**src/rtl/mem_loader.sv**
```systemverilog
// -----------------------------------------------------------------------------
// mem_loader
//
// Boot-time loader that copies a framed byte stream into a single-port SRAM
// and holds the processor in reset until the image is completely written.
//
// Frame (all fields MSB first):
//   ADDR_HI, ADDR_LO      start address S
//   CNT_HI,  CNT_LO       word count N (0..65535)
//   2*N data bytes        words assembled {hi, lo}, written to S, S+1, ...
//   CSUM_HI, CSUM_LO      only with MEM_LOADER_CHECKSUM_EN: sum mod 2^16 of
//                         all N data words
//
// Optional feature macro: MEM_LOADER_CHECKSUM_EN
//   defined   : trailing checksum is checked; a mismatch parks the loader in
//               ERROR with cpu_reset held high and error set.
//   undefined : no checksum states, error is constant 0.
//
// Handshake: a byte transfers on a rising edge where in_valid and in_ready
// are both 1. in_valid may drop at any time (stall); in_ready is 1 in every
// receive state and 0 during reset, after completion and after an error.
//
// Ports:
//   clk        system clock, rising edge
//   reset      synchronous active-high reset; aborts any load in progress
//   in_data    stream byte
//   in_valid   in_data is valid
//   in_ready   loader can accept a byte this cycle
//   mem_write  SRAM WE, one-cycle pulse per word
//   mem_addr   SRAM A
//   mem_in     SRAM Din
//   cpu_reset  processor reset, high until the load completes
//   done       frame fully written (sticky until reset)
//   error      checksum mismatch (sticky until reset)
//   dbg_state  current FSM state encoding, for observation only
//
// All outputs are registered.
// -----------------------------------------------------------------------------
module mem_loader #(
    parameter int ADDR_WIDTH = 16
) (
    input  logic                  clk,
    input  logic                  reset,
    input  logic [7:0]            in_data,
    input  logic                  in_valid,
    output logic                  in_ready,
    output logic                  mem_write,
    output logic [ADDR_WIDTH-1:0] mem_addr,
    output logic [15:0]           mem_in,
    output logic                  cpu_reset,
    output logic                  done,
    output logic                  error,
    output logic [3:0]            dbg_state
);

    typedef enum logic [3:0] {
        HDR_A_HI = 4'd0,
        HDR_A_LO = 4'd1,
        HDR_N_HI = 4'd2,
        HDR_N_LO = 4'd3,
        DATA_HI  = 4'd4,
        DATA_LO  = 4'd5,
        // One idle cycle after the final write so that done/cpu_reset change
        // only after the SRAM has captured the last word.
        FLUSH    = 4'd6,
        DONE     = 4'd7
`ifdef MEM_LOADER_CHECKSUM_EN
        ,
        CSUM_HI  = 4'd8,
        CSUM_LO  = 4'd9,
        ERROR    = 4'd10
`endif
    } state_t;

    state_t                  state, state_d;
    logic [7:0]              hi_q, hi_d;
    logic [ADDR_WIDTH-1:0]   addr_q, addr_d;
    logic [15:0]             left_q, left_d;
`ifdef MEM_LOADER_CHECKSUM_EN
    logic [15:0]             csum_q, csum_d;
`endif

    logic                    in_ready_d;
    logic                    mem_write_d;
    logic [ADDR_WIDTH-1:0]   mem_addr_d;
    logic [15:0]             mem_in_d;
    logic                    cpu_reset_d;
    logic                    done_d;
    logic                    error_d;

    logic                    accept;
    logic [15:0]             word;

    assign accept    = in_valid & in_ready;
    // Every 16-bit field is the held high byte joined with the current byte.
    assign word      = {hi_q, in_data};
    assign dbg_state = state;

    // -------------------------------------------------------------------------
    // Next-state and next-output logic
    // -------------------------------------------------------------------------
    always_comb begin
        state_d     = state;
        hi_d        = hi_q;
        addr_d      = addr_q;
        left_d      = left_q;
`ifdef MEM_LOADER_CHECKSUM_EN
        csum_d      = csum_q;
`endif
        mem_write_d = 1'b0;
        mem_addr_d  = mem_addr;
        mem_in_d    = mem_in;

        case (state)
            HDR_A_HI: begin
                if (accept) begin
                    hi_d    = in_data;
                    state_d = HDR_A_LO;
                end
            end
            HDR_A_LO: begin
                if (accept) begin
                    addr_d  = ADDR_WIDTH'(word);
                    state_d = HDR_N_HI;
                end
            end
            HDR_N_HI: begin
                if (accept) begin
                    hi_d    = in_data;
                    state_d = HDR_N_LO;
                end
            end
            HDR_N_LO: begin
                if (accept) begin
                    left_d = word;
`ifdef MEM_LOADER_CHECKSUM_EN
                    csum_d = 16'h0000;
`endif
                    if (word == 16'h0000) begin
                        // Nothing to write, so no flush cycle is needed.
`ifdef MEM_LOADER_CHECKSUM_EN
                        state_d = CSUM_HI;
`else
                        state_d = DONE;
`endif
                    end else begin
                        state_d = DATA_HI;
                    end
                end
            end
            DATA_HI: begin
                if (accept) begin
                    hi_d    = in_data;
                    state_d = DATA_LO;
                end
            end
            DATA_LO: begin
                if (accept) begin
                    mem_write_d = 1'b1;
                    mem_addr_d  = addr_q;
                    mem_in_d    = word;
                    addr_d      = addr_q + 1'b1;   // wraps modulo 2^ADDR_WIDTH
                    left_d      = left_q - 16'd1;
`ifdef MEM_LOADER_CHECKSUM_EN
                    csum_d      = csum_q + word;
`endif
                    if (left_q == 16'd1) begin
`ifdef MEM_LOADER_CHECKSUM_EN
                        // The two checksum bytes take at least two cycles,
                        // which covers the SRAM capture of the last word.
                        state_d = CSUM_HI;
`else
                        state_d = FLUSH;
`endif
                    end else begin
                        state_d = DATA_HI;
                    end
                end
            end
            FLUSH: begin
                state_d = DONE;
            end
            DONE: begin
                state_d = DONE;
            end
`ifdef MEM_LOADER_CHECKSUM_EN
            CSUM_HI: begin
                if (accept) begin
                    hi_d    = in_data;
                    state_d = CSUM_LO;
                end
            end
            CSUM_LO: begin
                if (accept) begin
                    state_d = (word == csum_q) ? DONE : ERROR;
                end
            end
            ERROR: begin
                state_d = ERROR;
            end
`endif
            default: begin
                state_d = HDR_A_HI;
            end
        endcase

        // in_ready is registered from the state we are about to enter, so it
        // is already low on the cycle the loader reaches FLUSH/DONE/ERROR.
        in_ready_d = 1'b0;
        case (state_d)
            HDR_A_HI, HDR_A_LO, HDR_N_HI, HDR_N_LO, DATA_HI, DATA_LO:
                in_ready_d = 1'b1;
`ifdef MEM_LOADER_CHECKSUM_EN
            CSUM_HI, CSUM_LO:
                in_ready_d = 1'b1;
`endif
            default:
                in_ready_d = 1'b0;
        endcase

        // Completion flags follow the registered state, one edge after the
        // FSM has entered DONE (or ERROR).
        done_d      = (state == DONE);
        cpu_reset_d = (state != DONE);
`ifdef MEM_LOADER_CHECKSUM_EN
        error_d     = (state == ERROR);
`else
        error_d     = 1'b0;
`endif
    end

    // -------------------------------------------------------------------------
    // State and output registers
    // -------------------------------------------------------------------------
    always_ff @(posedge clk) begin
        if (reset) begin
            state     <= HDR_A_HI;
            hi_q      <= 8'h00;
            addr_q    <= '0;
            left_q    <= 16'h0000;
`ifdef MEM_LOADER_CHECKSUM_EN
            csum_q    <= 16'h0000;
`endif
            in_ready  <= 1'b0;
            mem_write <= 1'b0;
            mem_addr  <= '0;
            mem_in    <= 16'h0000;
            cpu_reset <= 1'b1;
            done      <= 1'b0;
            error     <= 1'b0;
        end else begin
            state     <= state_d;
            hi_q      <= hi_d;
            addr_q    <= addr_d;
            left_q    <= left_d;
`ifdef MEM_LOADER_CHECKSUM_EN
            csum_q    <= csum_d;
`endif
            in_ready  <= in_ready_d;
            mem_write <= mem_write_d;
            mem_addr  <= mem_addr_d;
            mem_in    <= mem_in_d;
            cpu_reset <= cpu_reset_d;
            done      <= done_d;
            error     <= error_d;
        end
    end

endmodule

```
**config.mk**
```make
export PLATFORM = sky130hd
export DESIGN_NAME = mem_loader
export DESIGN_NICKNAME = d
export VERILOG_FILES = /design/src/rtl/mem_loader.sv
export SDC_FILE = /design/constraint.sdc
export NUM_CORES = 1
export LEC_CHECK = 0
export CAP_MARGIN = 20
export CORE_AREA = 2 2 153 95
export DETAILED_ROUTE_END_ITERATION = 10
export DIE_AREA = 0 0 155 97
export GPL_ROUTABILITY_DRIVEN = 0
export GPL_TIMING_DRIVEN = 0
export PLACE_DENSITY = 0.54
export RECOVER_POWER = 100
export SLEW_MARGIN = 20
export SYNTH_ARGS = -nofsm -noshare
export SYNTH_HDL_FRONTEND = slang
export SYNTH_SLANG_ARGS = --single-unit
export TNS_END_PERCENT = 10
```
**constraint.sdc**
```tcl
create_clock -name clk -period 2.2 [get_ports clk]
set_input_delay 0.44 -clock clk [delete_from_list [all_inputs] [get_ports clk]]
set_output_delay 0.44 -clock clk [all_outputs]
set_load 0.02 [all_outputs]
```
==> results of run 1 <==
==> registers in the layout, indices dropped and copies added, names as in the netlist <==
name and cells:
addr_q 16, cpu_reset 1, dbg_state 4, done 1, hi_q 8, in_ready 1
left_q 16, mem_addr 16, mem_in 16, mem_write 1
==> area by class of cell <==
cell class / count / share of cell area [%]
plain buffers: 37 / 3.42
clock inverters: 4 / 0.971
well taps: 175 / 4.47
flip-flops and latches: 80 / 32.7
repair buffers: 49 / 10.1
inverters: 6 / 0.460
clock buffers: 10 / 4.67
multi-input cells: 368 / 43.2
==> power by group through the flow <==
stage	registers [µW]	clock network, µW	logic [µW]
3_5_place_dp	1510	0	146
2_1_floorplan	1510	0	77.9
6_report	1480	1460	146
5_1_grt	1480	1550	157
3_3_place_gp	1510	0	145
4_1_cts	1480	1490	147
==> worst paths after layout <==
kind	start	endpoint
worst max-delay path	in_data[2]	in_ready
worst min register to register	mem_addr[12]	mem_addr[12]
worst max register to register	dbg_state[3]	left_q[13]
worst min-delay path	mem_addr[12]	mem_addr[12]
==> timing repair <==
action,in CTS,in global routing
resized for setup,0,3
setup buffers,0,0
endpoints found under the setup margin,0,20
==> worst register-to-register path, delay by kind of cell, from the launching register on <==
family	cells	cell delay (ps)
buffers and inverters	2	710
AOI/OAI and AO/OA	1	330
and+or+nand+nor	3	500
DFF	1	480
==> cell families (layout without fill, tap and decap cells) <==
kind of cell | after synthesis | count (layout) | synth area share [%]
mux | 13 | 13 | 3.33
other cells | 1 | 2 | 0.0959
xor+xnor | 2 | 2 | 0.448
compound gates | 130 | 130 | 20.2
flops | 80 | 80 | 40.9
fa+ha+maj | 3 | 3 | 0.960
buf+inv | 43 | 106 | 4.99
simple gates | 218 | 218 | 29.0
==> cell usage in the layout, fill, tap and decap left out, types with 7 or more instances in the layout <==
cell	instances
nand2_1	90
dfxtp_1	80
a21oi_1	57
dlygate4sd3_1	40
nor2_1	29
o21ai_0	29
clkbuf_1	22
nor4_1	13
mux2i_1	13
nor3_1	11
and2_1	11
nand3_1	10
buf_2	9
clkbuf_16	9
nand4_1	8
clkdlybuf4s50_1	8
a31oi_1	7
==> metal layers <==
| layer | track usage [%] | vias to the layer above |
|---|---|---|
| li1 | - | 1888 |
| met1 | 26.8 | 1863 |
| met2 | 23.2 | 181 |
| met3 | 3.76 | 22 |
| met4 | 4.99 | 0 |
| met5 | 0 | - |
==> through the flow <==
stage	hold slack [ps]	cell area, µm²	instances
detailed placement	446	4620	715
global route	470	4900	729
floorplan	450	3920	491
finish	449	4900	729
global placement	444	4620	715
CTS	455	4900	729
==> qor.txt, run 1 <==
Met3 wire len -> 1090 µm
Post-DP HPWL -> 9470 µm
GRT overflow -> 0
Die Width -> 155 µm
Rows -> 33
Switching pwr -> 710 µW
Synth Cell Area -> 3910 µm²
Largest net degree at the start of global routing -> 13
Int Power -> 2380 µW
Area of the multi-input gates -> 2120 µm²
Buffers and inverters on the worst path -> 1
Cell taking the most area after synthesis -> dfxtp_1
Synth warn -> 0
Worst-Margin Slew -> 1040 ps
Clk buf depth -> 2
Seq/Total Area, Yosys -> 40.9%
Final core occ -> 36.3%
Kind of critical path -> in2reg
Worst R2R Path Depth -> 6
Post-synth top area share -> 40.9%
NumNets Final -> 565
Setup slack, reg-to-reg -> 120 ps
Final TNS setup -> 0 ps
Port Buffers -> 49
Vias per std cell -> 5.42
Tmin final -> 2170 ps
Setup violators final -> 0
First-pass GRT wire length -> 20100 µm
CP max-delay cell -> clkdlybuf4s50_1
Sequential cell area -> 1600 µm²
Power after layout -> 3080 µW
Family with the most delay on the worst path -> simple AND/OR/NAND/NOR gates
WHS Path Cells -> 2
Reg clk slew, reported paths -> 60 ps
Core Footprint -> 13500 µm²
Fin crit share -> 98.8%
Max stage delay on crit path -> 500 ps
Via count -> 3954
Vias in the first global route -> 3590
Leakage -> 0.00182 µW
CTS buffer count -> 9
Commonest cells post-synth -> nand2_1, dfxtp_1, a21oi_1
Final hold viol count -> 0
Diode count -> 0
Most frequent cell after synthesis -> nand2_1
M1 WL -> 6470 µm
Initial DRC count -> 378
Status -> finished clean
Chip height -> 97 µm
Initial Util -> 29.0%
Worst-Skew Late Latency -> 340 ps
I/O pins -> 52
DRC Markers -> 0
TritonCTS clock tree -> built
Hold WC Path Type -> reg2reg
Top layer in use -> met4
Power density over the cells -> 630 nW/µm²
Critical path depth -> 5
Final Max Slew Viols -> 0
Reg power frac -> 48.0%
Clock skew -> 8.17 ps
Routed wl met2 -> 5090 µm
Crit path max fanout -> 4
Setup ws final -> 25.8 ps
Ys async rst share -> 0%
Filler instances -> 1396
Pre-CTS WS -> -312 ps
Combinational share of power -> 4.7%
Main synth FF type -> dfxtp_1
Post-Synthesis Cells -> 490
Detail Route Antenna Nets -> 0
Yosys cell types -> 61
Worst path arrival time -> 2410 ps
Crit-path cells -> clkdlybuf4s50_1 -> nor4_1 -> nand4_1 -> or4_1 -> a41o_1
Total track usage -> 17.2%
Hold_buf cts -> 0
# Max-Cap Violations -> 0
RSZ-0062 raised after global routing -> no
Register bit total from synthesis -> 80
Setup crit end kind -> register
Synth top area cells -> dfxtp_1, nand2_1, a21oi_1
Routed wire per std cell -> 17.6 µm
CTS sink cnt -> 80
Final wirelength -> 12900 µm
Slew HR -> 30.1%
Fmax -> 0.460 GHz
Total Die Area -> 15000 µm²
Crit path launch type -> input pin
Clock group share of total power -> 47.3%
H-tree depth -> 3
Syn Area/Cell -> 7.98 µm²
P&R area growth vs syn -> 25.2%
Number of flops mapped to enable cells by yosys -> 0
Max IR drop VDD -> 362 µV
Layout cells sized above 1 -> 7.76%
Initial antenna violation count -> 0
Critical Path RT -> 2430 ps
DRT Pass-1 Iters -> 5
CTS Root Cell -> clkbuf_16
Switching share of power -> 23.0%
Power figures use the tool's default switching activity.
==> inputs of run 2 (changes only) <==
- clock period: 2.2 -> 2.7 ns (I/O delays scaled with it)
==> run 2 against run 1 <==
Compared with the run above: largest power group unchanged; via count up 0.40%; utilization shrank 0.065 points; routed wire length decreased by 0.65%.
==> qor.txt, run 2 (same netlist as run 1, synthesis figures left out) <==
Status -> finished clean
Initial antenna violation count -> 0 (unchanged)
Crit path launch type -> input pin
GRT met1 Usage -> 26.8% (unchanged)
Sequential cell area -> 1600 µm² (unchanged)
Port Buffers -> 49 (unchanged)
Top Usage Layer GRT -> met1
First-pass GRT wire length -> 20100 µm (unchanged)
Filler instances -> 1396 (unchanged)
Fmax -> 0.409 GHz
Leakage -> 0.00179 µW (-1.4%)
Clk buf depth -> 2 (unchanged)
RSZ-0062 raised after global routing -> no
Final hold viol count -> 0 (unchanged)
Largest net degree at the start of global routing -> 13 (unchanged)
NumNets Final -> 565 (unchanged)
CTS sink cnt -> 80 (unchanged)
DRC Markers -> 0 (unchanged)
Core Footprint -> 13500 µm² (unchanged)
I/O pins -> 52 (unchanged)
CTS Root Cell -> clkbuf_16
Slew HR -> 32.6% (+2.4 points)
GRT overflow -> 0 (unchanged)
TritonCTS clock tree -> built
Area of the multi-input gates -> 2120 µm² (unchanged)
Critical Path RT -> 2970 ps (+540 ps)
H-tree depth -> 3 (unchanged)
Tmin final -> 2450 ps
Combinational share of power -> 4.7% (about the same)
Worst-Skew Late Latency -> 340 ps (about the same)
P&R area growth vs syn -> 25.0%
Chip height -> 97 µm (unchanged)
# Max-Cap Violations -> 0 (unchanged)
Final Max Slew Viols -> 0 (unchanged)
Crit path max fanout -> 10 (+6)
Total track usage -> 17.2% (unchanged)
Int Power -> 1940 µW (-19%)
Final TNS setup -> 0 ps (unchanged)
CTS buffer count -> 9 (unchanged)
Reg power frac -> 48.0% (about the same)
Diode count -> 0 (unchanged)
Layout cells sized above 1 -> 6.86% (-0.90 points)
Final wirelength -> 12800 µm (-0.65%)
Clock skew -> 8.79 ps (+0.611 ps)
Post-route cell area -> 4890 µm² (-0.18%)
Resized cells post-CTS -> 0 (unchanged)
Setup violators final -> 0 (unchanged)
Worst-Margin Slew -> 1000 ps (-35.9 ps)
Most common cell after layout, fill and taps aside -> nand2_1
Worst path arrival time -> 2710 ps (+300 ps)
Post-CTS setup buffers -> 0 (unchanged)
Post-DP Area -> 4620 µm² (unchanged)
Met2 global-route usage -> 23.2% (unchanged)
Initial DRC count -> 407 (+7.7%)
Max IR drop VDD -> 295 µV (-19%)
Reg clk slew, reported paths -> 60 ps (about the same)
Total Die Area -> 15000 µm² (unchanged)
Hold WC Path Type -> reg2reg
Clock group share of total power -> 47.3% (about the same)
Routed wire per std cell -> 17.5 µm (-0.65%)
Rows -> 33 (unchanged)
Setup crit end kind -> register
Power density over the cells -> 514 nW/µm² (-18%)
DRT Pass-1 Iters -> 5 (unchanged)
Vias in the first global route -> 3590 (unchanged)
Kind of critical path -> in2reg
Via count -> 3970 (+0.40%)
Post-DP HPWL -> 9470 µm (unchanged)
Switching share of power -> 23.0% (+0.043 points)
Most frequent cells in the layout -> nand2_1, dfxtp_1, a21oi_1
Fin crit share -> 90.6%
Die Width -> 155 µm (unchanged)
Hold_buf cts -> 0 (unchanged)
Detail Route Antenna Nets -> 0 (unchanged)
Switching pwr -> 580 µW (-18%)
Initial Util -> 29.0% (unchanged)
Vias per std cell -> 5.45 (+0.40%)
Met3 global-route usage -> 3.76% (unchanged)
run 2: changes by cell type in the layout (fill, tap and decap cells not counted):
cell	delta
buf_2	-2
clkbuf_1	+5
clkbuf_2	-3
clkdlybuf4s50_1	-1
dlygate4sd3_1	+2
dlymetal6s2s_1	-1
run 2: power groups by stage:
stage          clock (µW)  sequential (µW)  combinational, µW
4_1_cts              1210             1210                120
5_1_grt              1260             1210                127
3_5_place_dp            0             1230                119
3_3_place_gp            0             1230                118
6_report             1190             1210                118
2_1_floorplan           0             1230               63.5
run 2: worst paths after layout:
check / from / to / slack, ps / depth (start not counted)
setup / recovery: in_valid / left_q[4] / 250 / 7
hold / removal: mem_addr[9] / mem_addr[9] / 450 / 2
setup reg to reg: dbg_state[2] / mem_addr[10] / 420 / 7
hold reg to reg: mem_addr[9] / mem_addr[9] / 450 / 2
run 2: layer usage:
metal / part of all wire [%] / vias up
li1: - / 1892
met1: 51 / 1864
met2: 39 / 195
met3: 8.1 / 19
met4: 1.4 / 0
met5: 0 / -
run 2: through the flow:
stage          utilization, %  setup slack [ps]  cells  power [µW]  hold WS [ps]
4_1_cts                  36.3               449    729        2540           455
5_1_grt                  36.2               138    729        2600           470
3_5_place_dp             34.3              88.0    715        1350           446
3_3_place_gp             34.3               154    715        1350           444
2_1_floorplan               -               878    491        1290           450
6_report                 36.2               254    729        2510           449
run 2: layout make-up:
| type | instances | share of cell area [%] |
|---|---|---|
| plain buffers | 37 | 3.30 |
| clock buffers | 10 | 4.68 |
| clock inverters | 4 | 0.972 |
| inverters | 6 | 0.461 |
| multi-input cells | 368 | 43.3 |
| flip-flops and latches | 80 | 32.8 |
| well taps | 175 | 4.48 |
| repair buffers | 49 | 10.0 |
run 2: critical path, cell delays in order:
cell and delay [ps]:
dlygate4sd3_1 690, and4b_1 300, and2_1 130, buf_2 260, clkbuf_1 370, o21ai_0 230
a21oi_1 180
==> inputs of run 3 (changes only) <==
- SETUP_SLACK_MARGIN: not set -> 0.3
==> run 3 against run 2 <==
Compared with the run above: global-route usage did not move; critical path type unchanged; clock skew rose by 0.68 ps; clock power barely moved; hold slack barely moved; first-iteration DRC count rose by 6.9%.
==> qor.txt, run 3 (same netlist as run 1, synthesis figures left out) <==
Reg clk slew, reported paths -> 60 ps (about the same)
Max IR drop VDD -> 298 µV (+1.0%)
Final hold slack -> 449 ps (+0.124 ps)
CTS Root Cell -> clkbuf_16
Most common cell after layout, fill and taps aside -> nand2_1
Final hold viol count -> 0 (unchanged)
NumNets Final -> 565 (unchanged)
Tmin final -> 2380 ps (-65.6 ps)
Worst-Skew Late Latency -> 350 ps (about the same)
TritonCTS clock tree -> built
Setup slack, reg-to-reg -> 330 ps (-90 ps)
Worst path arrival time -> 2650 ps (-60 ps)
Vias per std cell -> 5.46 (+0.25%)
I/O pins -> 52 (unchanged)
Power density over the cells -> 516 nW/µm² (+0.26%)
Final wirelength -> 12800 µm (+0.44%)
Largest net degree at the start of global routing -> 13 (unchanged)
Via count -> 3980 (+0.25%)
Worst reg2reg path startpoint -> dbg_state[2]
Routed wire per std cell -> 17.6 µm (+0.44%)
Port Buffers -> 49 (unchanged)
Total Die Area -> 15000 µm² (unchanged)
RSZ-0062 raised after global routing -> yes
Status -> finished clean
Setup crit end kind -> register
Initial Util -> 29.0% (unchanged)
Final TNS setup -> 0 ps (unchanged)
Initial antenna violation count -> 0 (unchanged)
Worst Hold Launch -> mem_addr[9]
DRT Pass-1 Iters -> 5 (unchanged)
Total track usage -> 17.2% (unchanged)
Fin crit share -> 88.2% (-2.4 points)
Chip height -> 97 µm (unchanged)
Pre-CTS WS -> 88.0 ps (unchanged)
Hold_buf cts -> 0 (unchanged)
Post-route cell area -> 4880 µm² (-0.10%)
Hold WC Path Type -> reg2reg
Kind of critical path -> in2reg
Leakage -> 0.00179 µW (-0.26%)
Reg-to-Reg End -> in_ready
Rows -> 33 (unchanged)
H-tree depth -> 3 (unchanged)
Core Footprint -> 13500 µm² (unchanged)
Diode count -> 0 (unchanged)
# Max-Cap Violations -> 0 (unchanged)
Post-CTS setup buffers -> 0 (unchanged)
Crit path max fanout -> 10 (unchanged)
Post-DP HPWL -> 9470 µm (unchanged)
Worst-Margin Slew -> 993 ps (-11.4 ps)
Resized cells post-CTS -> 0 (unchanged)
DRC Markers -> 0 (unchanged)
Die Width -> 155 µm (unchanged)
Worst R2R Path Depth -> 6 (-1)
Crit path launch type -> input pin
Slew HR -> 33.3% (+0.77 points)
Setup violators final -> 0 (unchanged)
Layout cells sized above 1 -> 6.32% (-0.54 points)
Clk buf depth -> 2 (unchanged)
P&R area growth vs syn -> 24.9%
CTS buffer count -> 9 (unchanged)
Hold Path End -> mem_addr[9]
Final Max Slew Viols -> 0 (unchanged)
CTS sink cnt -> 80 (unchanged)
GRT overflow -> 0 (unchanged)
Fmax -> 0.420 GHz (+2.8%)
Critical Path RT -> 2970 ps (about the same)
WHS Path Cells -> 2 (unchanged)
Most frequent cells in the layout -> nand2_1, dfxtp_1, a21oi_1
Clock skew -> 9.47 ps (+0.683 ps)
Initial DRC count -> 435 (+6.9%)
Detail Route Antenna Nets -> 0 (unchanged)
Vias in the first global route -> 3590 (unchanged)
Post-DP Area -> 4620 µm² (unchanged)
First-pass GRT wire length -> 20100 µm (unchanged)
Setup ws final -> 319 ps (+65.6 ps)
-- run 3: layout make-up --
class	count	area [µm²]
clock inverter	4	47.5
sequential	80	1600
multi-input combinational	368	2120
fill	1398	8620
inverter	6	22.5
tap	175	219
timing repair buffer	49	490
buffer	37	159
clock buffer	10	229
-- run 3: worst max-delay path, cell delays in order --
cell             delay [ps]
clkdlybuf4s50_1         620
and4b_1                 300
and2_1                  130
buf_2                   260
clkbuf_1                380
o21ai_0                 230
a21oi_1                 180
-- run 3: layer usage --
metal | part of all wire, % | up-vias | track usage, %
met2 | 39 | 182 | 23.2
met5 | 0 | - | 0
li1 | - | 1890 | -
met3 | 8.2 | 22 | 3.76
met4 | 1.5 | 0 | 4.99
met1 | 51 | 1886 | 26.8
-- run 3: power breakdown --
part           internal [µW]  total, µW  switching (µW)
Clock                    703       1190             491
Sequential              1190       1210            16.4
Combinational           42.6        119            76.1
-- run 3: stage by stage --
step,instances,power [µW],utilization [%]
after floorplan,491,1290,-
after global placement,715,1350,34.3
after detailed placement,715,1350,34.3
after CTS,729,2540,36.3
after global routing,729,2600,36.2
final,729,2520,36.2
-- run 3: worst max path at each step --
| stage | start | endpoint | slack (ps) | cells past startpoint |
|---|---|---|---|---|
| after floorplan | dbg_state[0] | addr_q[15] | 880 | 6 |
| after global placement | in_valid | mem_addr[10] | 150 | 6 |
| after detailed placement | in_valid | mem_addr[10] | 90 | 6 |
| after CTS | in_valid | mem_addr[10] | 450 | 6 |
| after global routing | dbg_state[2] | addr_q[0] | 150 | 7 |
| final | in_valid | left_q[4] | 320 | 7 |
